==> src/rtl/ntt_pkg.sv <==
// Shared types and defaults for the NTT address-generation stage.
package ntt_pkg;

  typedef enum logic [1:0] {
    ST_IDLE  = 2'd0,
    ST_ISSUE = 2'd1,
    ST_DRAIN = 2'd2,
    ST_FIN   = 2'd3
  } ntt_state_e;

  localparam int LOGN_DEF     = 8;
  localparam int MEM_LAT_DEF  = 1;
  localparam int LAT_BASE_DEF = 5;

  // Deepest write-back delay: the largest butterfly latency select adds 3 cycles.
  function automatic int max_delay(input int mem_lat, input int lat_base);
    return mem_lat + lat_base + 3;
  endfunction

endpackage

==> src/rtl/ntt_delay_line.sv <==
// Shift register of fixed depth with a runtime-selected output tap.
module ntt_delay_line #(
  parameter int W     = 8,
  parameter int DEPTH = 9,
  parameter int TAP_W = $clog2(DEPTH)
) (
  input  logic             clk,
  input  logic             rst_n,
  input  logic [W-1:0]     din,
  input  logic [TAP_W-1:0] tap,
  output logic [W-1:0]     dout
);

  logic [DEPTH-1:0][W-1:0] sr_q;
  logic [DEPTH-1:0][W-1:0] sr_d;

  always_comb begin
    sr_d = {sr_q[DEPTH-2:0], din};
  end

  always_ff @(posedge clk or negedge rst_n) begin
    if (!rst_n) begin
      sr_q <= '0;
    end else begin
      sr_q <= sr_d;
    end
  end

  // Tap t presents din delayed by t+1 cycles.
  assign dout = sr_q[tap];

endmodule

==> src/rtl/ntt_addr_gen.sv <==
// Sequencer for one in-place NTT: issues butterfly read/twiddle addresses and
// returns write-back addresses delayed to meet the butterfly outputs.
module ntt_addr_gen
  import ntt_pkg::*;
#(
  parameter int LOGN     = LOGN_DEF,
  parameter int MEM_LAT  = MEM_LAT_DEF,
  parameter int LAT_BASE = LAT_BASE_DEF
) (
  input  logic            clk,
  input  logic            reset,
  input  logic            start,
  input  logic            ct,
  input  logic [1:0]      lat_sel,
  output logic            rd_en,
  output logic [LOGN-1:0] rd_addr_a,
  output logic [LOGN-1:0] rd_addr_b,
  output logic [LOGN-1:0] tw_addr,
  output logic            wr_en,
  output logic [LOGN-1:0] wr_addr_a,
  output logic [LOGN-1:0] wr_addr_b,
  output logic            bf_ct,
  output logic [1:0]      bf_i,
  output logic [LOGN-1:0] stage,
  output logic            busy,
  output logic            done
);

  localparam int DEPTH = max_delay(MEM_LAT, LAT_BASE);
  localparam int TAP_W = $clog2(DEPTH);
  localparam int CNT_W = $clog2(DEPTH + 1);
  localparam int DLW   = 2 * LOGN + 1;
  localparam logic [LOGN-1:0] K_LAST = LOGN'((1 << (LOGN - 1)) - 1);
  localparam logic [LOGN-1:0] S_LAST = LOGN'(LOGN - 1);

  ntt_state_e      state_q, state_d;
  logic [LOGN-1:0] k_q, k_d;
  logic [LOGN-1:0] stage_q, stage_d;
  logic [CNT_W-1:0] cnt_q, cnt_d;
  logic            ct_q, ct_d;
  logic [1:0]      lat_q, lat_d;
  logic            rd_en_q, rd_en_d;
  logic [LOGN-1:0] rd_a_q, rd_a_d, rd_b_q, rd_b_d, tw_q, tw_d;
  logic            busy_q, busy_d, done_q, done_d;

  logic [CNT_W-1:0] drain_last;
  logic [LOGN-1:0]  lsh, len, grp, ofs;
  logic [TAP_W-1:0] tap;
  logic [DLW-1:0]   dl_out;

  assign drain_last = CNT_W'(MEM_LAT + LAT_BASE - 1) + CNT_W'(lat_q);
  assign tap        = TAP_W'(MEM_LAT + LAT_BASE - 1) + TAP_W'(lat_q);

  always_comb begin
    state_d = state_q;
    k_d     = k_q;
    stage_d = stage_q;
    cnt_d   = cnt_q;
    ct_d    = ct_q;
    lat_d   = lat_q;
    unique case (state_q)
      ST_IDLE: begin
        if (start) begin
          state_d = ST_ISSUE;
          ct_d    = ct;
          lat_d   = lat_sel;
          stage_d = '0;
          k_d     = '0;
        end
      end
      ST_ISSUE: begin
        if (k_q == K_LAST) begin
          state_d = ST_DRAIN;
          cnt_d   = '0;
        end else begin
          k_d = k_q + 1'b1;
        end
      end
      ST_DRAIN: begin
        // Drain lasts exactly the write delay so stages never overlap.
        if (cnt_q == drain_last) begin
          if (stage_q == S_LAST) begin
            state_d = ST_FIN;
          end else begin
            state_d = ST_ISSUE;
            stage_d = stage_q + 1'b1;
            k_d     = '0;
          end
        end else begin
          cnt_d = cnt_q + 1'b1;
        end
      end
      ST_FIN:  state_d = ST_IDLE;
      default: state_d = ST_IDLE;
    endcase
  end

  // Addresses come from next-state values so they register alongside rd_en.
  always_comb begin
    lsh     = ct_d ? (S_LAST - stage_d) : stage_d;
    len     = LOGN'(1) << lsh;
    grp     = k_d >> lsh;
    ofs     = k_d & (len - 1'b1);
    rd_a_d  = (grp << (lsh + 1'b1)) | ofs;
    rd_b_d  = rd_a_d | len;
    tw_d    = (ct_d ? (LOGN'(1) << stage_d) : (LOGN'(1) << (S_LAST - stage_d))) + grp;
    rd_en_d = (state_d == ST_ISSUE);
    busy_d  = (state_d == ST_ISSUE) || (state_d == ST_DRAIN);
    done_d  = (state_d == ST_FIN);
  end

  always_ff @(posedge clk or negedge reset) begin
    if (!reset) begin
      state_q <= ST_IDLE;
      k_q     <= '0;
      stage_q <= '0;
      cnt_q   <= '0;
      ct_q    <= 1'b0;
      lat_q   <= '0;
      rd_en_q <= 1'b0;
      rd_a_q  <= '0;
      rd_b_q  <= '0;
      tw_q    <= '0;
      busy_q  <= 1'b0;
      done_q  <= 1'b0;
    end else begin
      state_q <= state_d;
      k_q     <= k_d;
      stage_q <= stage_d;
      cnt_q   <= cnt_d;
      ct_q    <= ct_d;
      lat_q   <= lat_d;
      rd_en_q <= rd_en_d;
      rd_a_q  <= rd_a_d;
      rd_b_q  <= rd_b_d;
      tw_q    <= tw_d;
      busy_q  <= busy_d;
      done_q  <= done_d;
    end
  end

  ntt_delay_line #(
    .W     (DLW),
    .DEPTH (DEPTH),
    .TAP_W (TAP_W)
  ) u_delay (
    .clk   (clk),
    .rst_n (reset),
    .din   ({rd_en_q, rd_a_q, rd_b_q}),
    .tap   (tap),
    .dout  (dl_out)
  );

  assign rd_en     = rd_en_q;
  assign rd_addr_a = rd_a_q;
  assign rd_addr_b = rd_b_q;
  assign tw_addr   = tw_q;
  assign wr_en     = dl_out[DLW-1];
  assign wr_addr_a = dl_out[2*LOGN-1:LOGN];
  assign wr_addr_b = dl_out[LOGN-1:0];
  assign bf_ct     = ct_q;
  assign bf_i      = lat_q;
  assign stage     = stage_q;
  assign busy      = busy_q;
  assign done      = done_q;

endmodule
==> config.mk <==
export PLATFORM = sky130hd
export DESIGN_NAME = ntt_addr_gen
export DESIGN_NICKNAME = d
export VERILOG_FILES = /design/src/rtl/ntt_pkg.sv /design/src/rtl/ntt_delay_line.sv /design/src/rtl/ntt_addr_gen.sv
export SDC_FILE = /design/constraint.sdc
export NUM_CORES = 1
export LEC_CHECK = 0
export CORE_MARGIN = 2
export CORE_UTILIZATION = 53
export DETAILED_ROUTE_END_ITERATION = 7
export GPL_TIMING_DRIVEN = 0
export PLACE_DENSITY = 0.73
export SLEW_MARGIN = 30
export SYNTH_ARGS = -nofsm -noshare
export SYNTH_HDL_FRONTEND = slang
export SYNTH_SLANG_ARGS = --single-unit
==> constraint.sdc <==
create_clock -name clk -period 6.65 [get_ports clk]
set_input_delay 0.665 -clock clk [delete_from_list [all_inputs] [get_ports clk]]
set_output_delay 0.665 -clock clk [all_outputs]
set_load 0.05 [all_outputs]
==> results of run 1 <==
==> cell usage in the layout, fill, tap and decap left out, drive strengths merged, types with 13 or more instances in the layout <==
cell / instances
inv: 38
nand3: 23
nor4: 13
nor2: 33
clkdlybuf4s50: 59
mux4: 18
nand2: 64
buf: 38
dfrtp: 205
nor3: 15
clkbuf: 45
a21oi: 24
o21ai: 40
ha: 16
==> metal layers <==
layer,up-vias,GRT usage,part of all wire
met5,-,0,0
li1,2738,-,-
met2,220,0.448,0.51
met1,3135,0.347,0.42
met3,40,0.0365,0.049
met4,0,0.0755,0.027
==> final timing paths <==
check	start	end	slack, ns	cells past startpoint
min in group clk	u_delay.sr_d[64]	u_delay.sr_d[81]	0.34	0
max	bf_i[0]	tw_addr[7]	0.48	23
max in group asynchronous	reset	u_delay.sr_d[64]	5.50	3
min reg2reg	u_delay.sr_d[64]	u_delay.sr_d[81]	0.34	0
max reg2reg	bf_i[0]	tw_addr[7]	0.48	23
min	reset	u_delay.sr_d[118]	0.05	1
==> metrics by stage <==
stage | area [um2] | hold WS, ns | worst slack, ns
final | 10400 | 0.0504 | 0.478
after global routing | 10400 | 0.0596 | 0.0357
after CTS | 10400 | 0.0513 | 0.169
after detailed placement | 9620 | 0.335 | -0.0379
after global placement | 9560 | 0.332 | -2.89
after floorplan | 8680 | 0.331 | 1.06
==> synthesized netlist by cell type (3+ instances only) <==
library cell / number / area share
a21boi_0: 3 / 0.0026
a21o_1: 4 / 0.0035
o221ai_1: 3 / 0.0030
o21bai_1: 5 / 0.0043
buf_1: 3 / 0.0013
dfrtp_1: 205 / 0.59
or2_2: 3 / 0.0022
a31oi_1: 8 / 0.0058
or3_1: 10 / 0.0072
nand3_1: 23 / 0.013
nand2_1: 64 / 0.028
and3_1: 8 / 0.0058
o211ai_1: 8 / 0.0069
nor4_1: 11 / 0.0079
nor3_1: 14 / 0.0081
a211o_1: 4 / 0.0040
a211oi_1: 7 / 0.0061
nor2_1: 33 / 0.014
nand4_1: 5 / 0.0036
clkbuf_1: 14 / 0.0061
xor2_1: 4 / 0.0040
buf_2: 9 / 0.0052
and2_1: 8 / 0.0058
o31ai_1: 4 / 0.0035
o21ai_1: 4 / 0.0023
nand2b_1: 3 / 0.0022
mux2i_1: 3 / 0.0035
buf_4: 19 / 0.016
inv_1: 35 / 0.015
o311ai_0: 6 / 0.0061
or4_1: 6 / 0.0052
o31a_1: 3 / 0.0030
xnor2_1: 8 / 0.0081
a21oi_1: 21 / 0.012
ha_1: 16 / 0.023
mux4_2: 18 / 0.047
o21ai_0: 36 / 0.021
==> cell type report <==
cell class              instances  area, um2
multi-input cells             422       3160
plain buffers                  46        272
fillers                      1176       5510
clock inverters                 6        141
well taps                     216        270
clock buffers                  32        638
inverters                      38        145
repair buffers                 64        676
flip-flops and latches        205       5130
==> cell families after synthesis <==
family,share of synthesized area
and+or+nand+nor,0.128
DFF,0.591
adders and majority gates,0.0254
xor gates and xnor gates,0.0184
AOI/OAI and AO/OA,0.136
muxes,0.0527
buffers and inverters,0.0483
==> what timing repair did <==
item / 4_1_cts / 5_1_grt
setup buffers: 0 / 2
pin swaps: 0 / 1
gates resized for setup: 1 / 2
setup endpoints to repair: 1 / 5
==> registers in the layout, indices dropped and copies added (netlist names), 4 cells and up <==
signal        flops
tw_addr           8
rd_addr_a         8
stage             8
rd_addr_b         8
k_q               8
u_delay.sr_q     17
cnt_q             4
u_delay.sr_d    136
==> impl_metrics.json, run 1 <==
{
  "status": "completed",
  "grt_max_degree": 95,
  "rows": 46,
  "fmax_mhz": 162,
  "drc_errors": 0,
  "start_util": 0.545,
  "clockBufferDepth": 3,
  "min_path_type": "in2async",
  "post_route_cells_drive_above_1_share": 0.153,
  "wl_per_cell_um": 21.5,
  "tightestPinTransition_ns": 0.918,
  "tritoncts": "built",
  "utilization": 0.655,
  "grt_overflow": 0,
  "path_class": "reg2reg",
  "antenna_found_initial": 0,
  "dp_hpwl_um": 15200,
  "relSlewSlack": 0.385,
  "yosys.cell_types.count": 94,
  "finalClockSkew_ns": 0.00785,
  "antenna_left": 0,
  "initialDrtViolationCount": 520,
  "vias": 6133,
  "crit_family": "compound AO/OA/AOI/OAI gates",
  "syn_avg_cell_area_um2": 12.2,
  "dp.cells": 990,
  "crit_path_end_kind": "flop",
  "die-area_um2": 17400,
  "synth_nets": 735,
  "drt_wl_total_um": 22200,
  "ys_ff_latch": 205,
  "die_y_um": 132,
  "cp-start-kind": "flop",
  "ios": 61,
  "fin_crit_sh": 0.928,
  "portBuffers": 60,
  "fin_nets": 822,
  "grt_pass1_wl_um": 35800,
  "path_clk_slew_ns": 0.06,
  "vias_per_cell": 5.96,
  "diodes": 0,
  "yosysSeqAreaShare": 0.591,
  "hold_buffers": 0,
  "syn_inst": 712,
  "clk_latency_ns": 0.50,
  "synth.cell_area_um2": 8680,
  "min_period_ns": 6.17,
  "slowest_stage": "dfrtp_1",
  "drv_cap": 0,
  "synth_async_sr_flop_share": 1.00,
  "setup_tns_ns": 0,
  "slew_violations": 0,
  "first_pass_iters": 5,
  "globalplace.congestion": 0.879,
  "hold_viol_final": 0,
  "critPathBufInv": 3,
  "core_um2": 15900,
  "rsz0062_at_grt": "false",
  "synth_flop_cell": "dfrtp_1",
  "cts_root_buf": "clkbuf_16",
  "ys_warn_count": 0,
  "instances_no_fill": 1029,
  "cts_sinks": 205,
  "area_growth_pct": 20.2,
  "synth-edff-count": 0,
  "arrival_ns": 6.59,
  "required_ns": 7.07,
  "critical_path.max_stage_delay_ns": 0.43,
  "h-tree-depth": 1,
  "grt_pass1_vias": 6395,
  "grt_use_total": 0.260,
  "crit_chain": "ha_1 > buf_2 > xnor2_2 > o211ai_2 > buf_2 > o311ai_1 > o31ai_4 > inv_1 > ha_1 > nand4_1 > xor2_1 > o31ai_1 > o21a_1 > nand2_1 > a31oi_2 > ha_1 > a21o_1 > a21oi_1 > o21bai_1 > a21oi_1 > o21bai_1 > a21oi_1 > xor2_1",
  "die_w_um": 132,
  "finalSetupViolations": 0,
  "cts_buffers": 22,
  "path_max_fanout": 11
}
Power of run 1 is not shown: default switching activity piles up to over one toggle a cycle in this logic, so the estimate is an artifact.
==> inputs of run 2 (changes only) <==
REMOVE_ABC_BUFFERS = 1   (was not set)
==> run 2 against run 1 <==
Net effect: non-clock buffer count decreased by 39; first-iteration DRC count decreased by 36%; worst hold slack improved by 0.0039 ns; routed wire length decreased by 8.3%; clock-buffer cell count decreased by 6; register-to-register slack improved by 0.23 ns; die area unchanged; global-route usage decreased by 2.1 points; cell count decreased by 3.8%; critical path depth decreased by 2; sequential share of layout area increased by 1.1 points.
==> impl_metrics.json, run 2 (synthesis gave the netlist of run 1 again) <==
{
  "finalClockSkew_ns": 0.00707,
  "drc_errors": 0,
  "grt_overflow": 0,
  "hold_viol_final": 0,
  "clockBufferDepth": 3,
  "portBuffers": 60,
  "drv_cap": 0,
  "h-tree-depth": 1,
  "cts_root_buf": "clkbuf_16",
  "status": "completed",
  "crit_path_end_kind": "flop",
  "layout_common_cells": "dfrtp_1 (204), nand2_1 (64), clkdlybuf4s50_1 (59)",
  "diodes": 0,
  "dp.cells": 946,
  "slew_violations": 0,
  "drt_wl_total_um": 20300,
  "min_path_type": "in2async",
  "clk_latency_ns": 0.50,
  "path_depth": 21,
  "holdWs_ns": 0.0543,
  "finalSetupViolations": 0,
  "slowest_stage": "dfrtp_4",
  "grt_max_degree": 85,
  "fin_crit_sh": 0.893,
  "arrival_ns": 6.36,
  "relSlewSlack": 0.400,
  "vias_per_cell": 6.03,
  "grt_pass1_vias": 6146,
  "rr_worst_depth": 21,
  "crit_start": "bf_i[0]",
  "dp_hpwl_um": 13600,
  "largest_reg_flops": 136,
  "dp_slack_ns": -0.461,
  "required_ns": 7.07,
  "die_w_um": 132,
  "rows": 46,
  "vias": 5970,
  "core_um2": 15900,
  "area_growth_pct": 17.6,
  "cts_sinks": 205,
  "post_route_cells_drive_above_1_share": 0.142,
  "fin_ws_ns": 0.711,
  "crit_family": "compound AO/OA/AOI/OAI gates",
  "crit_chain": "ha_4 > nor3b_2 > o211ai_2 > o311ai_2 > o31ai_4 > inv_2 > ha_1 > nand4_1 > xor2_1 > o31ai_1 > o21a_1 > nand2_1 > a31oi_2 > ha_1 > a21o_1 > a21oi_1 > o21bai_1 > a21oi_1 > o21bai_1 > a21oi_1 > xor2_1",
  "cp-start-kind": "flop",
  "antenna_left": 0,
  "instances_no_fill": 990,
  "wl_per_cell_um": 20.5,
  "die_y_um": 132,
  "r2r-start": "bf_i[0]",
  "place_area_um2": 9400,
  "path_max_fanout": 22,
  "antenna_found_initial": 0,
  "critPathBufInv": 1,
  "grt_pass1_wl_um": 33400,
  "final_common_cell": "dfrtp_1",
  "die-area_um2": 17400,
  "fin_nets": 783,
  "initialDrtViolationCount": 331,
  "path_clk_slew_ns": 0.06,
  "cts_buffers": 22,
  "path_class": "reg2reg",
  "tritoncts": "built",
  "reg2reg_to": "tw_addr[7]",
  "first_pass_iters": 5,
  "fin_area_um2": 10200,
  "ios": 61,
  "globalplace.congestion": 0.918,
  "rsz0062_at_grt": "false",
  "tightestPinTransition_ns": 0.896,
  "worstSetupEndpoint": "tw_addr[7]",
  "fmax_mhz": 168,
  "start_util": 0.545,
  "critical_path.max_stage_delay_ns": 0.66,
  "r2r_slack_ns": 0.71,
  "grt_use_total": 0.239,
  "min_period_ns": 5.94,
  "cpMostUsedCell": "a21oi_1"
}
-- run 2: timing repair --
action | in CTS | in global routing
resized for setup | 3 | 5
buffers inserted | 0 | 6
hold buffers | 0 | 0
setup endpoints to repair | 3 | 2
pin swaps | 0 | 2
-- run 2: worst reg2reg max path, delay by kind of cell, from the launching register on --
| family | cells | cell delay, ns |
|---|---|---|
| DFF | 1 | 0.66 |
| buffers and inverters | 1 | 0.21 |
| and+or+nand+nor | 3 | 0.81 |
| xor gates and xnor gates | 2 | 0.35 |
| AOI/OAI and AO/OA | 12 | 2.96 |
| adders and majority gates | 3 | 0.89 |
-- run 2: cell type report --
class                      instances  area [um2]
clock buffer                      26         586
clock inverter                    12         143
fill                            1211        5730
inverter                          38         145
multi-input combinational        422        3200
sequential                       205        5130
tap                              216         270
timing repair buffer              71         736
-- run 2: per-stage QoR --
stage / TNS, ns / utilization
detailed placement: -0.640 / 0.589
CTS: 0 / 0.636
global placement: -623.75 / 0.582
floorplan: -0.232 / -
global route: 0 / 0.641
finish: 0 / 0.641
-- run 2: routing by layer --
layer  part of all wire  track usage  vias up
met3              0.049       0.0342       40
met2               0.51        0.421      210
met5                  0            0        -
li1                   -            -     2659
met1               0.41        0.315     3061
met4              0.027       0.0616        0
-- run 2: worst min path at each step --
stage	from	endpoint	cells past startpoint
2_1_floorplan	u_delay.sr_d[83]	u_delay.sr_d[100]	0
3_3_place_gp	u_delay.sr_d[79]	u_delay.sr_d[96]	0
3_5_place_dp	u_delay.sr_d[34]	u_delay.sr_d[51]	0
4_1_cts	reset	u_delay.sr_d[118]	1
5_1_grt	reset	u_delay.sr_d[118]	1
6_report	reset	u_delay.sr_d[118]	1
Power of run 2 is left out for the same reason.
